[config.mk]
export PLATFORM = sky130hd
export DESIGN_NAME = ansi_key_decoder_flat
export DESIGN_NICKNAME = d
export VERILOG_FILES = /design/src/rtl/ansi_key_pkg.sv /design/src/rtl/ansi_key_decoder_if.sv /design/src/rtl/csi_param_acc.sv /design/src/rtl/ansi_key_decoder.sv /design/src/flat_wrapper.sv
export SDC_FILE = /design/constraint.sdc
export NUM_CORES = 1
export LEC_CHECK = 0
export ABC_AREA = 1
export BUFFER_PORTS_ARGS = -buffer_cell sky130_fd_sc_hd__buf_4
export CAP_MARGIN = 20
export CORE_MARGIN = 4
export CORE_UTILIZATION = 50
export CTS_CLUSTER_DIAMETER = 50
export DETAILED_ROUTE_END_ITERATION = 6
export PLACE_DENSITY = 0.68
export SYNTH_ARGS = -nofsm -noshare
export SYNTH_HDL_FRONTEND = slang
export SYNTH_SLANG_ARGS = --single-unit
[constraint.sdc]
create_clock -name clk -period 8.1 [get_ports clk]
set_input_delay 1.62 -clock clk [delete_from_list [all_inputs] [get_ports clk]]
set_output_delay 1.62 -clock clk [all_outputs]
set_load 0.1 [all_outputs]
[src/rtl/ansi_key_pkg.sv]
// Shared key-event types, byte constants and final-byte decode helpers
// for the ANSI terminal key decoder.
package ansi_key_pkg;

   localparam int unsigned DEF_ESC_TIMEOUT = 4;
   localparam int unsigned DEF_MAX_CSI_LEN = 8;
   localparam int unsigned LEN_W           = 4;
   localparam int unsigned PARAM_W         = 8;
   localparam int unsigned BYTE_W          = 8;

   localparam logic [BYTE_W-1:0] BYTE_ESC    = 8'h1B;
   localparam logic [BYTE_W-1:0] BYTE_LBRACK = 8'h5B;
   localparam logic [BYTE_W-1:0] BYTE_SS3_O  = 8'h4F;
   localparam logic [BYTE_W-1:0] BYTE_TILDE  = 8'h7E;
   localparam logic [BYTE_W-1:0] BYTE_SEMI   = 8'h3B;
   localparam logic [BYTE_W-1:0] BYTE_NUL    = 8'h00;
   localparam logic [BYTE_W-1:0] BYTE_EOF    = 8'hFF;

   typedef enum logic [3:0] {
      KEY_NONE    = 4'd0,
      KEY_CHAR    = 4'd1,
      KEY_UP      = 4'd2,
      KEY_DOWN    = 4'd3,
      KEY_RIGHT   = 4'd4,
      KEY_LEFT    = 4'd5,
      KEY_HOME    = 4'd6,
      KEY_END     = 4'd7,
      KEY_INSERT  = 4'd8,
      KEY_DELETE  = 4'd9,
      KEY_PGUP    = 4'd10,
      KEY_PGDN    = 4'd11,
      KEY_ESC     = 4'd12,
      KEY_UNKNOWN = 4'd13
   } key_code_e;

   typedef enum logic [1:0] {
      ST_IDLE = 2'd0,
      ST_ESC  = 2'd1,
      ST_CSI  = 2'd2,
      ST_SS3  = 2'd3
   } dec_state_e;

   typedef struct packed {
      key_code_e         code;
      logic [BYTE_W-1:0] ch;
      logic [2:0]        mod;
   } key_event_t;

   function automatic key_event_t mk_event(input key_code_e code,
                                           input logic [BYTE_W-1:0] ch,
                                           input logic [2:0] mod);
      key_event_t ev;
      ev.code = code;
      ev.ch   = ch;
      ev.mod  = mod;
      return ev;
   endfunction

   // Letter finals shared by CSI and SS3 sequences.
   function automatic key_code_e final_key(input logic [BYTE_W-1:0] b);
      case (b)
         8'h41:   return KEY_UP;
         8'h42:   return KEY_DOWN;
         8'h43:   return KEY_RIGHT;
         8'h44:   return KEY_LEFT;
         8'h48:   return KEY_HOME;
         8'h46:   return KEY_END;
         default: return KEY_UNKNOWN;
      endcase
   endfunction

   function automatic key_code_e tilde_key(input logic [PARAM_W-1:0] p0);
      case (p0)
         8'd1, 8'd7: return KEY_HOME;
         8'd2:       return KEY_INSERT;
         8'd3:       return KEY_DELETE;
         8'd4, 8'd8: return KEY_END;
         8'd5:       return KEY_PGUP;
         8'd6:       return KEY_PGDN;
         default:    return KEY_UNKNOWN;
      endcase
   endfunction

endpackage

[src/rtl/ansi_key_decoder_if.sv]
// Byte-in / key-event-out bundle between the stdin reader and the game controller.
interface ansi_key_decoder_if;
   import ansi_key_pkg::*;

   logic              in_valid;
   logic [BYTE_W-1:0] in_byte;
   logic              key_valid;
   key_code_e         key_code;
   logic [BYTE_W-1:0] key_char;
   logic [2:0]        key_mod;

   modport master (output in_valid, in_byte,
                   input  key_valid, key_code, key_char, key_mod);
   modport slave  (input  in_valid, in_byte,
                   output key_valid, key_code, key_char, key_mod);
endinterface

[src/rtl/csi_param_acc.sv]
// Decimal CSI parameter accumulator: value = value*10 + digit, saturating at 255.
module csi_param_acc
   import ansi_key_pkg::*;
(
   input  logic               clk,
   input  logic               rst,
   input  logic               i_clr,
   input  logic               i_en,
   input  logic [3:0]         i_digit,
   output logic [PARAM_W-1:0] o_val
);

   logic [PARAM_W-1:0] r_val;
   logic [11:0]        w_sum;

   assign w_sum = 12'(r_val) * 12'd10 + 12'(i_digit);
   assign o_val = r_val;

   always_ff @(posedge clk or posedge rst) begin
      if (rst) begin
         r_val <= '0;
      end else if (i_clr) begin
         r_val <= '0;
      end else if (i_en) begin
         r_val <= (w_sum > 12'd255) ? 8'd255 : w_sum[PARAM_W-1:0];
      end
   end

endmodule

[src/rtl/ansi_key_decoder.sv]
// Turns the raw stdin byte stream into one key event per keypress, resolving
// ESC, CSI and SS3 sequences with an idle timeout.
module ansi_key_decoder
   import ansi_key_pkg::*;
#(
   parameter int unsigned ESC_TIMEOUT = DEF_ESC_TIMEOUT,
   parameter int unsigned MAX_CSI_LEN = DEF_MAX_CSI_LEN
) (
   input logic               clk,
   input logic               rst,
   ansi_key_decoder_if.slave kbd
);

   localparam int unsigned TMR_W = $clog2(ESC_TIMEOUT + 1);

   dec_state_e         r_state;
   logic [TMR_W-1:0]   r_timer;
   logic [LEN_W-1:0]   r_len;
   logic               r_semi;
   logic               r_key_valid;
   key_event_t         r_evt;

   logic [BYTE_W-1:0]  w_byte;
   logic [PARAM_W-1:0] w_p0;
   logic [PARAM_W-1:0] w_p1;
   logic [LEN_W-1:0]   w_len_inc;
   logic               w_is_drop;
   logic               w_dropped;
   logic               w_tmo;
   logic               w_is_digit;
   logic               w_in_range;
   logic               w_is_final;
   logic               w_len_over;
   logic               w_csi_acc;
   logic               w_acc_clr;
   key_code_e          w_csi_code;
   logic [2:0]         w_csi_mod;

   assign w_byte     = kbd.in_byte;
   assign w_is_drop  = (w_byte == BYTE_NUL) || (w_byte == BYTE_EOF);
   assign w_dropped  = kbd.in_valid && w_is_drop &&
                       ((r_state == ST_IDLE) || (r_state == ST_ESC));
   assign w_tmo      = !kbd.in_valid && (r_state != ST_IDLE) &&
                       (r_timer == TMR_W'(ESC_TIMEOUT - 1));
   assign w_is_digit = (w_byte >= 8'h30) && (w_byte <= 8'h39);
   assign w_in_range = (w_byte >= 8'h20) && (w_byte <= 8'h7E);
   assign w_is_final = (w_byte >= 8'h40);
   assign w_len_inc  = (r_len == '1) ? r_len : r_len + LEN_W'(1);
   assign w_len_over = 32'(w_len_inc) > MAX_CSI_LEN;

   // Digits go to p0 until the first ';', then to p1.
   assign w_csi_acc  = kbd.in_valid && (r_state == ST_CSI) && w_is_digit;
   assign w_acc_clr  = kbd.in_valid && (r_state == ST_ESC) && (w_byte == BYTE_LBRACK);
   assign w_csi_code = (w_byte == BYTE_TILDE) ? tilde_key(w_p0) : final_key(w_byte);
   assign w_csi_mod  = ((w_p1 >= 8'd2) && (w_p1 <= 8'd8)) ? 3'(w_p1 - 8'd1) : 3'd0;

   csi_param_acc u_p0 (
      .clk     (clk),
      .rst     (rst),
      .i_clr   (w_acc_clr),
      .i_en    (w_csi_acc && !r_semi),
      .i_digit (w_byte[3:0]),
      .o_val   (w_p0)
   );

   csi_param_acc u_p1 (
      .clk     (clk),
      .rst     (rst),
      .i_clr   (w_acc_clr),
      .i_en    (w_csi_acc && r_semi),
      .i_digit (w_byte[3:0]),
      .o_val   (w_p1)
   );

   assign kbd.key_valid = r_key_valid;
   assign kbd.key_code  = r_evt.code;
   assign kbd.key_char  = r_evt.ch;
   assign kbd.key_mod   = r_evt.mod;

   always_ff @(posedge clk or posedge rst) begin
      if (rst) begin
         r_state     <= ST_IDLE;
         r_timer     <= '0;
         r_len       <= '0;
         r_semi      <= 1'b0;
         r_key_valid <= 1'b0;
         r_evt       <= '0;
      end else begin
         r_key_valid <= 1'b0;

         // Dropped bytes inside ESC leave the timer running.
         if (kbd.in_valid) begin
            if (!w_dropped) r_timer <= '0;
         end else if (r_state != ST_IDLE) begin
            r_timer <= w_tmo ? '0 : r_timer + TMR_W'(1);
         end

         case (r_state)
            ST_IDLE: begin
               if (kbd.in_valid && !w_is_drop) begin
                  if (w_byte == BYTE_ESC) begin
                     r_state <= ST_ESC;
                  end else begin
                     r_key_valid <= 1'b1;
                     r_evt       <= mk_event(KEY_CHAR, w_byte, 3'b000);
                  end
               end
            end

            ST_ESC: begin
               if (kbd.in_valid) begin
                  if (w_byte == BYTE_LBRACK) begin
                     r_state <= ST_CSI;
                     r_len   <= '0;
                     r_semi  <= 1'b0;
                  end else if (w_byte == BYTE_SS3_O) begin
                     r_state <= ST_SS3;
                  end else if (w_byte == BYTE_ESC) begin
                     r_key_valid <= 1'b1;
                     r_evt       <= mk_event(KEY_ESC, 8'h00, 3'b000);
                  end else if (!w_is_drop) begin
                     r_key_valid <= 1'b1;
                     r_evt       <= mk_event(KEY_CHAR, w_byte, 3'b010);
                     r_state     <= ST_IDLE;
                  end
               end else if (w_tmo) begin
                  r_key_valid <= 1'b1;
                  r_evt       <= mk_event(KEY_ESC, 8'h00, 3'b000);
                  r_state     <= ST_IDLE;
               end
            end

            ST_CSI: begin
               if (kbd.in_valid) begin
                  if (!w_in_range) begin
                     r_key_valid <= 1'b1;
                     r_evt       <= mk_event(KEY_UNKNOWN, 8'h00, 3'b000);
                     r_state     <= (w_byte == BYTE_ESC) ? ST_ESC : ST_IDLE;
                  end else if (w_len_over) begin
                     r_key_valid <= 1'b1;
                     r_evt       <= mk_event(KEY_UNKNOWN, 8'h00, 3'b000);
                     r_state     <= ST_IDLE;
                  end else if (w_is_final) begin
                     r_key_valid <= 1'b1;
                     r_evt       <= mk_event(w_csi_code, 8'h00, w_csi_mod);
                     r_state     <= ST_IDLE;
                  end else begin
                     r_len <= w_len_inc;
                     if (w_byte == BYTE_SEMI) r_semi <= 1'b1;
                  end
               end else if (w_tmo) begin
                  r_key_valid <= 1'b1;
                  r_evt       <= mk_event(KEY_UNKNOWN, 8'h00, 3'b000);
                  r_state     <= ST_IDLE;
               end
            end

            ST_SS3: begin
               if (kbd.in_valid) begin
                  r_key_valid <= 1'b1;
                  r_evt       <= mk_event(final_key(w_byte), 8'h00, 3'b000);
                  r_state     <= (w_byte == BYTE_ESC) ? ST_ESC : ST_IDLE;
               end else if (w_tmo) begin
                  r_key_valid <= 1'b1;
                  r_evt       <= mk_event(KEY_UNKNOWN, 8'h00, 3'b000);
                  r_state     <= ST_IDLE;
               end
            end

            default: r_state <= ST_IDLE;
         endcase
      end
   end

endmodule

[src/flat_wrapper.sv]
// flat-port wrapper written by rule: the top's interface ports become plain ports
module ansi_key_decoder_flat import ansi_key_pkg::*;
#(
   parameter int unsigned ESC_TIMEOUT = DEF_ESC_TIMEOUT,
   parameter int unsigned MAX_CSI_LEN = DEF_MAX_CSI_LEN
)
  (clk, rst, kbd_in_valid, kbd_in_byte, kbd_key_valid, kbd_key_code, kbd_key_char, kbd_key_mod);
  ansi_key_decoder_if kbd_i ();
  input logic clk;
  input logic rst;
  input wire logic [$bits(kbd_i.in_valid)-1:0] kbd_in_valid;
  input wire logic [$bits(kbd_i.in_byte)-1:0] kbd_in_byte;
  output wire logic [$bits(kbd_i.key_valid)-1:0] kbd_key_valid;
  output wire logic [$bits(kbd_i.key_code)-1:0] kbd_key_code;
  output wire logic [$bits(kbd_i.key_char)-1:0] kbd_key_char;
  output wire logic [$bits(kbd_i.key_mod)-1:0] kbd_key_mod;
  assign kbd_i.in_valid = kbd_in_valid;
  assign kbd_i.in_byte = kbd_in_byte;
  assign kbd_key_valid = kbd_i.key_valid;
  assign kbd_key_code = kbd_i.key_code;
  assign kbd_key_char = kbd_i.key_char;
  assign kbd_key_mod = kbd_i.key_mod;
  ansi_key_decoder #(.ESC_TIMEOUT(ESC_TIMEOUT), .MAX_CSI_LEN(MAX_CSI_LEN)) u_core (.clk(clk), .rst(rst), .kbd(kbd_i));
endmodule
# Word level (Yosys, flattened, before mapping)
# Memory sizes are Yosys's and may differ from the RTL's.
# Index checks and enable logic that the tools add are counted.
# Widths: inputs -> output; s select.
# totals
reg_bits	42
rom_bits	64
memories	1
# mem_list
memory	words	word_bits	rd	rd_clocked_by_memory_dff	wr	line	rtl
(no name shown)	16	4	1	0	0	ansi_key_pkg.sv:73	case (p0)
# classes
n_addsub	5
n_mul	2
n_lt_le_gt_ge	10
eq_ne	35
muxes	74
n_reduce_logical	32
# op_table
operator	count
$mux 15	14
$eq 8x7->1 const B	9
$pmux 15 s4	1
$mux 8	6
$mux 4	9
$mux 2	13
$add 12x4->12	2
$gt 12x8->1 const B	2
$pmux 4 s6	1
$mul 8x3->11 const B	2
$mux 1	21
$ne 2x2->1 const B	10
$ge 8x6->1 const B	2
$mux 3	5
$ne 5x5->1 const B	3
$logic_and 1x1->1	14
$reduce_and 7->1	2
$reduce_bool 2->1	5
$eq 8x5->1 const B	1
$eq 8x6->1 const B	1
$eq 8x8->1 const B	1
$ge 8x2->1 const B	1
$ge 8x7->1 const B	1
$le 8x4->1 const B	1
26 further kinds	31

# Longest topological paths before layout
# Gate-level depths: netlist of run 1.
# depth
word_depth	8
ltp_mapped	16

# Cells and area by module
# From an unflattened synthesis of run 1, not the netlist that was laid out.
# hier_totals
cells_unflattened	581
area_unflattened_um2	3986.3
# by_module_without_submodules
mod	n_inst	cells_each	area_per_inst_um2	seq_area_each_um2
ansi_key_decoder	1	337	2249.7	650.6
csi_param_acc	2	122	868.3	200.2

# Worst setup path after synthesis of run 1
# No wires, ideal clock.
# synth_path
path_kind	in2reg
from	in kbd_in_byte[1]
to	reg u_core.u_p1.r_val[0], in the netlist u_core.u_p1.o_val[0]
setup_ns	0.117
arrival_ns	3.187
setup_slack_ns	4.797
path_stages	14
n_path_buf	0
path_cell_list	ha_1 -> fa_1 -> nand2_1 -> nand2_1 -> nand2_1 -> nor2_1 -> nor2_1 -> nand2_1 -> nand2_1 -> nand2_1 -> nor2_1 -> nand2_1 -> nand2_1 -> nand2_1
# synth_via
elab_chain_cells	5
word_cells_on_any_way	13
cone_classes	add/sub: 1; order compare: 3; eq/ne: 1; mux: 3; reduce/logical: 5
# synth_rtl
item	line	rtl
start, declared	flat_wrapper.sv:12	input wire logic [$bits(kbd_i.in_byte)-1:0] kbd_in_byte;
$add 12x4->12 (tied with other cells)	csi_param_acc.sv:16	assign w_sum = 12'(r_val) * 12'd10 + 12'(i_digit);
$gt 12x8->1 or $logic_and 1x1->1 (tied branches)	csi_param_acc.sv:25, ansi_key_decoder.sv:45	
$mux 8 or $logic_and 1x1->1 (tied branches)	csi_param_acc.sv:25, ansi_key_decoder.sv:52	
$mux 8 or $logic_and 1x1->1 (tied branches)	csi_param_acc.sv:24, ansi_key_decoder.sv:70	
$mux 8 or $reduce_bool 2->1 (tied branches)	--	
end signal, assigned	csi_param_acc.sv:25	r_val <= (w_sum > 12'd255) ? 8'd255 : w_sum[PARAM_W-1:0];
end, declared	csi_param_acc.sv:13	logic [PARAM_W-1:0] r_val;
# Several ways; a longest one is shown, not always the timed one. The select of a mux whose other input is x is not followed.
# A chain may end at the register's enable or synchronous reset.

# Worst setup path after layout of run 1
# layout_path
from	in kbd_in_byte[1]
to	reg u_core.u_p1.r_val[2], in the netlist u_core.u_p1.o_val[2]
# Same word-level chain as after synthesis.

==> reports/results.txt, run 1 <==
Syn Inst Count: 550
Hold Slack: 0.4770 ns
CP cell instances: buf_4, ha_1, fa_1, nand2_1, nand2_1, nand2_1, nor2_1, nor2_1, nand2_1, nand2_1, nand2_1, nor2_1, nand2_1, nand2_1, nand2_1
Crit path required time: 8.30 ns
Hold/Removal Path Class: flip-flop to flip-flop
Max Clock Freq: 293.1 MHz
post-cts sizing count: 0
Worst Path Buf+Inv: 1
GRT overflow: 0
CTS hold repair buffers: 0
Slew @ Worst Pin: 0.5479 ns
status: finished clean
R2R Setup Slk: 5.11 ns
CP most frequent cell: nand2_1
Die ar.: 8798 um2
per-cell routed wire length: 12.49 um
largest cells by area after synthesis: dfrtp_1, nand2_1, ha_1
ant diodes: 0
crit path launch type: input pin
DR vias: 3,519
total clock sinks: 42
Synth warnings: 0
Antenna Nets Post-Route: 0
CTS clk-pin slew, worst paths: 0.09 ns
largest net degree at the start of global routing: 43
clock buffer depth: 2
Unique masters post-synth: 35
Final Max Slew Viols: 0
first-pass GRT wire length: 15.01 mm
slowest CP cell: fa_1
Tmin final: 3.412 ns
fill count: 751
Final Setup Violations: 0
worst relative slew slack: 0.6334
crit-path max FO: 8
syn_nets: 601
crit end category: flip-flop
asr flop ratio synth: 1.000
initial antenna violation count: 0
syn_area_per_cell: 6.693 um2
Clock Skews: 0.01002 ns
ys flop type: dfrtp_1
critical path type: input pin to flip-flop
Chip Height: 93.80 um
cts bufs inserted: 5
vias in the first global route: 3,333
router iterations before antenna repair: 5
max cap viols: 0
Synth area leader: dfrtp_1
maximum vdd drop: 0.2036 mV
Area Growth Syn to Fin: 11.62%
Initial Utilization: 0.5102
share of the synthesized area in the top cell type: 0.2855
RSZ-0062 raised after global routing: no
setup bufs post-CTS: 0
Yosys reg bits: 42
count leader, synth: nand2_1
commonest cells in the netlist: nand2_1, inv_1, nor2_1
sequential area share after synthesis: 0.2855
Worst-Skew Late Latency: 0.30 ns
EDFF count, synth: 0
CTS tree: done
delay-heaviest family, CP: simple AND/OR/NAND/NOR gates
dpl hpwl: 6.779 mm
CP peak stage delay: 0.44 ns
drt total wl: 8.518 mm
GRT Overall Usage: 0.2074
Iteration-0 DRC Markers: 186
IO Port Bufs: 26
Critical Path AT: 3.61 ns
dpl cell area: 3999 um2
Nets: 633
Core Area: 7214 um2
final core utilization: 0.5695
Final Hold Vio Count: 0
final worst path period share: 0.4212
CTS Root Cell: clkbuf_8
layout cells sized above 1: 0.08233
Setup TNS: 0 ns
power density cells: 208.4 nW/um2
Row Count: 31
leakage: 2.377 nW
Final Instance Area: 4109 um2
Die W: 93.80 um
Ports: 27
Residual DRC: 0
Placer Congestion: 0.8983
Post-Syn Area: 3681 um2
vias per cell: 5.160
htree depth: 2
[path summary, 6_finish.rpt]
check / end / from / cells after the start
max in group asynchronous: u_core.r_len[1]$_DFFE_PP0P_ / rst / 3
worst min-delay path: u_core.kbd.key_char[6]$_DFFE_PP0P_ / u_core.kbd.key_char[6]$_DFFE_PP0P_ / 2
min in group asynchronous: u_core.u_p1.o_val[7]$_DFFE_PP0P_ / rst / 3
worst max-delay path: u_core.u_p1.o_val[2]$_DFFE_PP0P_ / kbd_in_byte[1] / 15
worst min register to register: u_core.kbd.key_char[6]$_DFFE_PP0P_ / u_core.kbd.key_char[6]$_DFFE_PP0P_ / 2
worst max register to register: u_core.u_p1.o_val[2]$_DFFE_PP0P_ / u_core.u_p1.o_val[1]$_DFFE_PP0P_ / 16
[layer usage]
layer / share of wire / GRT usage / vias to the layer above
li1: - / - / 1843
met1: 0.49 / 0.2864 / 1573
met2: 0.45 / 0.3495 / 93
met3: 0.050 / 0.03125 / 10
met4: 0.0089 / 0.03249 / 0
met5: 0 / 0 / -
[area by class of cell]
type,instances,area [um2],area share
clock buffers,6,72.57,0.01766
clock inverters,2,37.54,0.009135
inverters,68,255.2,0.06212
multi-input cells,438,2366,0.5758
flip-flops and latches,42,1051,0.2558
well taps,99,123.9,0.03015
repair buffers,27,202.7,0.04933
[tightest hold or removal path: stages, from the launching register on]
cell,delay (ns)
dfrtp_1,0.35
nand2_1,0.06
nand2_1,0.05
[flip-flops by register name, summed over array words and instances, names as in the netlist]
name and flops:
u_core.r_len 4, u_core.r_semi 1, u_core.u_p0.o_val 8, u_core.r_timer 3, u_core.r_state 2, u_core.kbd.key_code 4
u_core.kbd.key_mod 3, u_core.kbd.key_char 8, u_core.kbd.key_valid 1, u_core.u_p1.o_val 8
[kinds of logic after synthesis]
family                   Yosys count  synth area share
flip-flops                        42            0.2855
AND/OR/NAND/NOR                  320            0.3634
adder cells (fa/ha/maj)           40            0.1441
XOR/XNOR                          14           0.03331
buffers and inverters             70           0.07172
AO/OA/AOI/OAI                     64            0.1020
[placed cells by master, fill, tap and decap left out, types with 2 or more instances in the layout]
master and instances:
a211oi_1 2, a21oi_1 23, a31oi_1 2, buf_4 27, clkbuf_8 5, clkinv_1 2
dfrtp_1 42, fa_1 4, ha_1 36, inv_1 63, inv_2 3, nand2_1 198
nand3_1 38, nand4_1 11, nor2_1 52, nor2_2 5, nor3_1 7, o2111ai_1 2
o211ai_1 3, o21ai_0 16, o21ai_1 2, o21bai_1 9, o22ai_1 2, or2_2 3
xnor2_1 6, xor2_1 8
[power by group]
| group | switching (mW) | internal (mW) | leakage (nW) | total [mW] |
|---|---|---|---|---|
| Combinational | 0.331 | 0.0866 | 1.78 | 0.418 |
| Clock | 0.0760 | 0.0921 | 0.0514 | 0.168 |
| Sequential | 0.0232 | 0.247 | 0.548 | 0.270 |
| Total | 0.430 | 0.426 | 2.38 | 0.856 |
[stage by stage]
stage / worst slack [ns] / power, mW / instances
after floorplan: 4.797 / 0.6014 / 550
after global placement: 4.460 / 0.6931 / 674
after detailed placement: 4.371 / 0.6940 / 674
after CTS: 4.694 / 0.8625 / 682
after global routing: 4.483 / 0.9012 / 682
final: 4.688 / 0.8561 / 682
Note: power is estimated with default switching activity, not from simulation.
==> run 2, diff against run 1 <==
==> constraint.sdc (replaced) <==
create_clock -name clk -period 3.3 [get_ports clk]
set_input_delay 0.66 -clock clk [delete_from_list [all_inputs] [get_ports clk]]
set_output_delay 0.66 -clock clk [all_outputs]
set_load 0.1 [all_outputs]
==> run 2 against run 1 <==
  * Clock-buffer cell count unchanged
  * Via count up 3.0%
  * Clock skew down 0.0047 ns
  * Clock power up 150%
  * Sequential power up 150%
  * Power up 150%
  * Critical path depth up 1
  * First-iteration DRC count up 4.3%
  * Cell count unchanged
  * Register-to-register slack worse by 4.8 ns
  * Critical path type is now flip-flop to flip-flop
  * Largest cell class unchanged
  * Highest routed layer unchanged
==> reports/results.txt, run 2 (same netlist as run 1, synthesis figures left out) <==
slowest CP cell: fa_1
vias in the first global route: 3,522 (+5.7%)
drt total wl: 8.830 mm (+3.7%)
Hold/Removal Path Class: input pin to async pin
Die ar.: 8798 um2 (unchanged)
CP endpoint: u_core.u_p1.o_val[3]$_DFFE_PP0P_
commonest cells after routing, fill and taps aside: nand2_1, inv_1, nor2_1
Antenna Nets Post-Route: 0 (unchanged)
max cap viols: 0 (unchanged)
Crit path required time: 3.50 ns (-4.80 ns)
Critical Path Stages: 16 (+1)
CP most frequent cell: nand2_1
Die W: 93.80 um (unchanged)
crit path launch type: flip-flop
Ports: 27 (unchanged)
dpl hpwl: 7.014 mm (+3.5%)
CP peak stage delay: 0.55 ns (+0.11 ns)
Placer Congestion: 0.9660 (+7.5%)
Max Clock Freq: 333.1 MHz
Area Growth Syn to Fin: 11.62% (unchanged)
r2r worst-path depth: 16 (unchanged)
Chip Height: 93.80 um (unchanged)
RSZ-0062 raised after global routing: no
Worst Path Buf+Inv: 1 (unchanged)
worst relative slew slack: 0.5024 (-0.1311)
Initial Utilization: 0.5102 (unchanged)
crit end category: flip-flop
vias per cell: 5.314 (+3.0%)
Critical Path AT: 3.20 ns (-0.41 ns)
first-pass GRT wire length: 15.52 mm (+3.4%)
cts bufs inserted: 5 (unchanged)
commonest non-fill, non-tap cell in the layout: nand2_1
Final Setup Violations: 0 (unchanged)
CP cell instances: ha_1, ha_1, fa_1, nand2_1, inv_1, nand4_1, nand2_1, nand2_1, nor2_1, nand2_1, nand2_1, nand2_1, nor2_1, nand2_1, nand2_1, nand2_1
GRT overflow: 0 (unchanged)
worst slack, placed: 0.3406 ns (-4.031 ns)
Reg2Reg Launch Point: u_core.u_p1.o_val[1]$_DFFE_PP0P_
clock buffer depth: 2 (unchanged)
DR vias: 3,624 (+3.0%)
Worst-Skew Late Latency: 0.30 ns (about the same)
Setup WS post-layout: 0.2980 ns (-4.390 ns)
Residual DRC: 0 (unchanged)
CTS hold repair buffers: 0 (unchanged)
Final Max Slew Viols: 0 (unchanged)
router iterations before antenna repair: 5 (unchanged)
maximum vdd drop: 0.4817 mV (+140%)
Core Area: 7214 um2 (unchanged)
per-cell routed wire length: 12.95 um (+3.7%)
CTS Root Cell: clkbuf_8
status: finished clean
IO Port Bufs: 26 (unchanged)
post-cts sizing count: 0 (unchanged)
Tmin final: 3.002 ns
layout cells sized above 1: 0.08233 (unchanged)
Hold Slack: 0.3894 ns (-0.08761 ns)
total clock sinks: 42 (unchanged)
crit-path max FO: 8 (unchanged)
largest net degree at the start of global routing: 24 (-44%)
power density cells: 515.2 nW/um2 (+150%)
Final Hold Vio Count: 0 (unchanged)
Clock Skews: 0.005309 ns (-0.004707 ns)
final worst path period share: 0.9097
total power: 2.117 mW (+150%)
ant diodes: 0 (unchanged)
R2R Setup Slk: 0.30 ns (-4.81 ns)
Critical Path Start: u_core.u_p1.o_val[1]$_DFFE_PP0P_
initial antenna violation count: 0 (unchanged)
leakage: 2.377 nW (unchanged)
CTS clk-pin slew, worst paths: 0.09 ns (about the same)
htree depth: 2 (unchanged)
delay-heaviest family, CP: simple AND/OR/NAND/NOR gates
Slew @ Worst Pin: 0.7419 ns (+0.1940 ns)
critical path type: flip-flop to flip-flop
CTS tree: done
setup bufs post-CTS: 0 (unchanged)
GRT Overall Usage: 0.2166 (+0.009136)
reg-to-reg endpoint: u_core.u_p1.o_val[3]$_DFFE_PP0P_
Nets: 633 (unchanged)
Setup TNS: 0 ns (unchanged)
Row Count: 31 (unchanged)
Iteration-0 DRC Markers: 194 (+4.3%)
## run 2: worst min-delay path by stage
stage	start	end	slack [ns]	cells after the start
after CTS	rst	u_core.u_p1.o_val[6]$_DFFE_PP0P_	0.41	2
after detailed placement	u_core.kbd.key_char[1]$_DFFE_PP0P_	u_core.kbd.key_char[1]$_DFFE_PP0P_	0.46	2
final	rst	u_core.u_p1.o_val[6]$_DFFE_PP0P_	0.39	2
after global routing	rst	u_core.u_p1.o_val[6]$_DFFE_PP0P_	0.43	2
after floorplan	u_core.u_p0.o_val[7]$_DFFE_PP0P_	u_core.u_p0.o_val[7]$_DFFE_PP0P_	0.49	2
after global placement	u_core.kbd.key_char[0]$_DFFE_PP0P_	u_core.kbd.key_char[0]$_DFFE_PP0P_	0.46	2
## run 2: cell type report
| type | instances | area, um2 |
|---|---|---|
| inverters | 68 | 255.2 |
| fillers | 754 | 3105 |
| well taps | 99 | 123.9 |
| flip-flops and latches | 42 | 1051 |
| multi-input cells | 438 | 2366 |
| repair buffers | 27 | 202.7 |
| clock buffers | 6 | 72.57 |
| clock inverters | 2 | 37.54 |
## run 2: through the flow
step                      instances    util  area, um2
after global placement          674  0.5543       3999
after detailed placement        674  0.5543       3999
after global routing            682  0.5695       4109
final                           682  0.5695       4109
after floorplan                 550       -       3681
after CTS                       682  0.5695       4109
## run 2: layer usage
metal / vias up / GRT usage / part of all wire
li1: 1843 / - / -
met1: 1660 / 0.2936 / 0.47
met2: 108 / 0.3584 / 0.46
met3: 13 / 0.03285 / 0.060
met4: 0 / 0.06017 / 0.010
met5: - / 0 / 0
## run 2: power by group
group	leakage [nW]	internal [mW]	switching (mW)
Clock	0.0514	0.226	0.189
Combinational	1.78	0.213	0.821
Sequential	0.548	0.607	0.0609
==> run 3, diff against run 2 <==
==> constraint.sdc (replaced) <==
create_clock -name clk -period 3.7 [get_ports clk]
set_input_delay 0.74 -clock clk [delete_from_list [all_inputs] [get_ports clk]]
set_output_delay 0.74 -clock clk [all_outputs]
set_load 0.1 [all_outputs]
==> run 3 against run 2 <==
  * Combinational power shrank 11%
  * Cell count unchanged
  * Via count down 2.0%
  * Power down 14%
  * Clock power decreased by 25%
  * Sequential power shrank 11%
  * Highest routed layer unchanged
==> reports/results.txt, run 3 (same netlist as run 1, synthesis figures left out) <==
dpl hpwl: 6.872 mm (-2.0%)
CTS clk-pin slew, worst paths: 0.09 ns (about the same)
commonest cells after routing, fill and taps aside: nand2_1, inv_1, nor2_1
RSZ-0062 raised after global routing: no
P_int: 0.8639 mW (-17%)
Crit path required time: 3.90 ns (+0.40 ns)
Final Hold Vio Count: 0 (unchanged)
GRT Overall Usage: 0.2117 (-0.004913)
vias per cell: 5.205 (-2.0%)
Die W: 93.80 um (unchanged)
setup bufs post-CTS: 0 (unchanged)
CTS hold repair buffers: 0 (unchanged)
crit path launch type: flip-flop
worst relative slew slack: 0.6058 (+0.1035)
Slew @ Worst Pin: 0.5891 ns (-0.1528 ns)
total power: 1.823 mW (-14%)
initial antenna violation count: 0 (unchanged)
Ports: 27 (unchanged)
sequential share of power: 0.326 (+0.011)
Die ar.: 8798 um2 (unchanged)
clock buffer depth: 2 (unchanged)
critical path type: flip-flop to flip-flop
Chip Height: 93.80 um (unchanged)
Nets: 633 (unchanged)
Initial Utilization: 0.5102 (unchanged)
status: finished clean
post-cts sizing count: 0 (unchanged)
part of the power in combinational logic: 0.504 (+0.015)
Critical Path AT: 3.20 ns (about the same)
Core Area: 7214 um2 (unchanged)
commonest non-fill, non-tap cell in the layout: nand2_1
cts bufs inserted: 5 (unchanged)
leakage: 2.370 nW (-0.31%)
Clock Skews: 0.01089 ns (+0.005584 ns)
total clock sinks: 42 (unchanged)
Residual DRC: 0 (unchanged)
Tmin final: 2.995 ns (-0.006900 ns)
IO Port Bufs: 26 (unchanged)
ant diodes: 0 (unchanged)
Final Setup Violations: 0 (unchanged)
Net Sw Frac: 0.5261 (+0.02016)
GRT overflow: 0 (unchanged)
CP peak stage delay: 0.56 ns (about the same)
slowest CP cell: fa_1
max cap viols: 0 (unchanged)
Worst-Skew Late Latency: 0.30 ns (about the same)
vias in the first global route: 3,494 (-0.80%)
CTS Root Cell: clkbuf_8
crit end category: flip-flop
Hold/Removal Path Class: flip-flop to flip-flop
router iterations before antenna repair: 5 (unchanged)
Final Max Slew Viols: 0 (unchanged)
maximum vdd drop: 0.4460 mV (-7.4%)
Antenna Nets Post-Route: 0 (unchanged)
CP cell instances: ha_1, ha_1, fa_1, nand2_1, inv_1, nand4_1, nand2_1, nand2_1, nor2_1, nand2_1, nand2_1, nand2_1, nor2_1, nand2_1, nand2_1, nand2_1
NetSw: 0.9591 mW (-10%)
crit-path max FO: 8 (unchanged)
CTS tree: done
Final Instance Area: 4089 um2 (-0.49%)
Max Clock Freq: 333.9 MHz (+0.23%)
dpl cell area: 3999 um2 (unchanged)
drt total wl: 8.646 mm (-2.1%)
per-cell routed wire length: 12.68 um (-2.1%)
Row Count: 31 (unchanged)
layout cells sized above 1: 0.08405 (+0.001715)
htree depth: 2 (unchanged)
first-pass GRT wire length: 15.40 mm (-0.76%)
Area Growth Syn to Fin: 11.08%
Placer Congestion: 0.9132 (-5.5%)
Iteration-0 DRC Markers: 255 (+31%)
CP most frequent cell: nand2_1
power density cells: 445.8 nW/um2 (-13%)
largest net degree at the start of global routing: 43 (+79%)
DR vias: 3,550 (-2.0%)
Setup TNS: 0 ns (unchanged)
final worst path period share: 0.8095 (-0.1002)
part of the power in the clock network: 0.170 (-0.026)
[run 3: layout make-up]
class                           count  area [um2]
Sequential cell                    42        1051
Timing Repair Buffer               27       202.7
Fill cell                         736        3126
Clock buffer                        5       68.82
Clock inverter                      3       21.27
Tap cell                           99       123.9
Inverter                           68       255.2
Multi-Input combinational cell    438        2366
[run 3: critical path, delay by kind of cell (launching register included)]
family / cells / cell delay (ns)
adder cells (fa/ha/maj): 3 / 1.11
flip-flops: 1 / 0.47
AND/OR/NAND/NOR: 12 / 1.25
buffers and inverters: 1 / 0.07
[run 3: final timing paths]
path,start,cells after the start,slack [ns],to
max,u_core.u_p1.o_val[1]$_DFFE_PP0P_,16,0.70,u_core.u_p1.o_val[3]$_DFFE_PP0P_
min,u_core.kbd.key_char[7]$_DFFE_PP0P_,2,0.48,u_core.kbd.key_char[7]$_DFFE_PP0P_
max reg2reg,u_core.u_p1.o_val[1]$_DFFE_PP0P_,16,0.70,u_core.u_p1.o_val[3]$_DFFE_PP0P_
min reg2reg,u_core.kbd.key_char[7]$_DFFE_PP0P_,2,0.48,u_core.kbd.key_char[7]$_DFFE_PP0P_
max in group asynchronous,rst,3,2.77,u_core.kbd.key_code[0]$_DFFE_PP0P_
min in group asynchronous,rst,3,0.56,u_core.kbd.key_char[0]$_DFFE_PP0P_
[run 3: per-layer routing]
layer	GRT usage	part of all wire	wire length, um
met2	0.3619	0.46	3968
met5	0	0	0
met4	0.03369	0.0039	34
met1	0.2874	0.49	4241
met3	0.03205	0.047	403
[run 3: stage by stage]
| stage | instances | utilization | hold slack [ns] | setup WS [ns] |
|---|---|---|---|---|
| 6_report | 682 | 0.5668 | 0.4831 | 0.7049 |
| 5_1_grt | 682 | 0.5668 | 0.5078 | 0.3992 |
| 4_1_cts | 682 | 0.5668 | 0.4852 | 0.7094 |
| 3_5_place_dp | 674 | 0.5543 | 0.4641 | 0.7299 |
| 3_3_place_gp | 674 | 0.5543 | 0.4563 | 0.7873 |
| 2_1_floorplan | 550 | - | 0.4895 | 1.097 |
[run 3: power groups by stage]
stage / registers, mW / clock network [mW] / logic, mW
floorplan: 1.05 / 0 / 0.269
global placement: 0.602 / 0 / 0.913
detailed placement: 0.605 / 0 / 0.918
CTS: 0.596 / 0.315 / 0.920
global route: 0.610 / 0.334 / 0.976
finish: 0.595 / 0.310 / 0.918
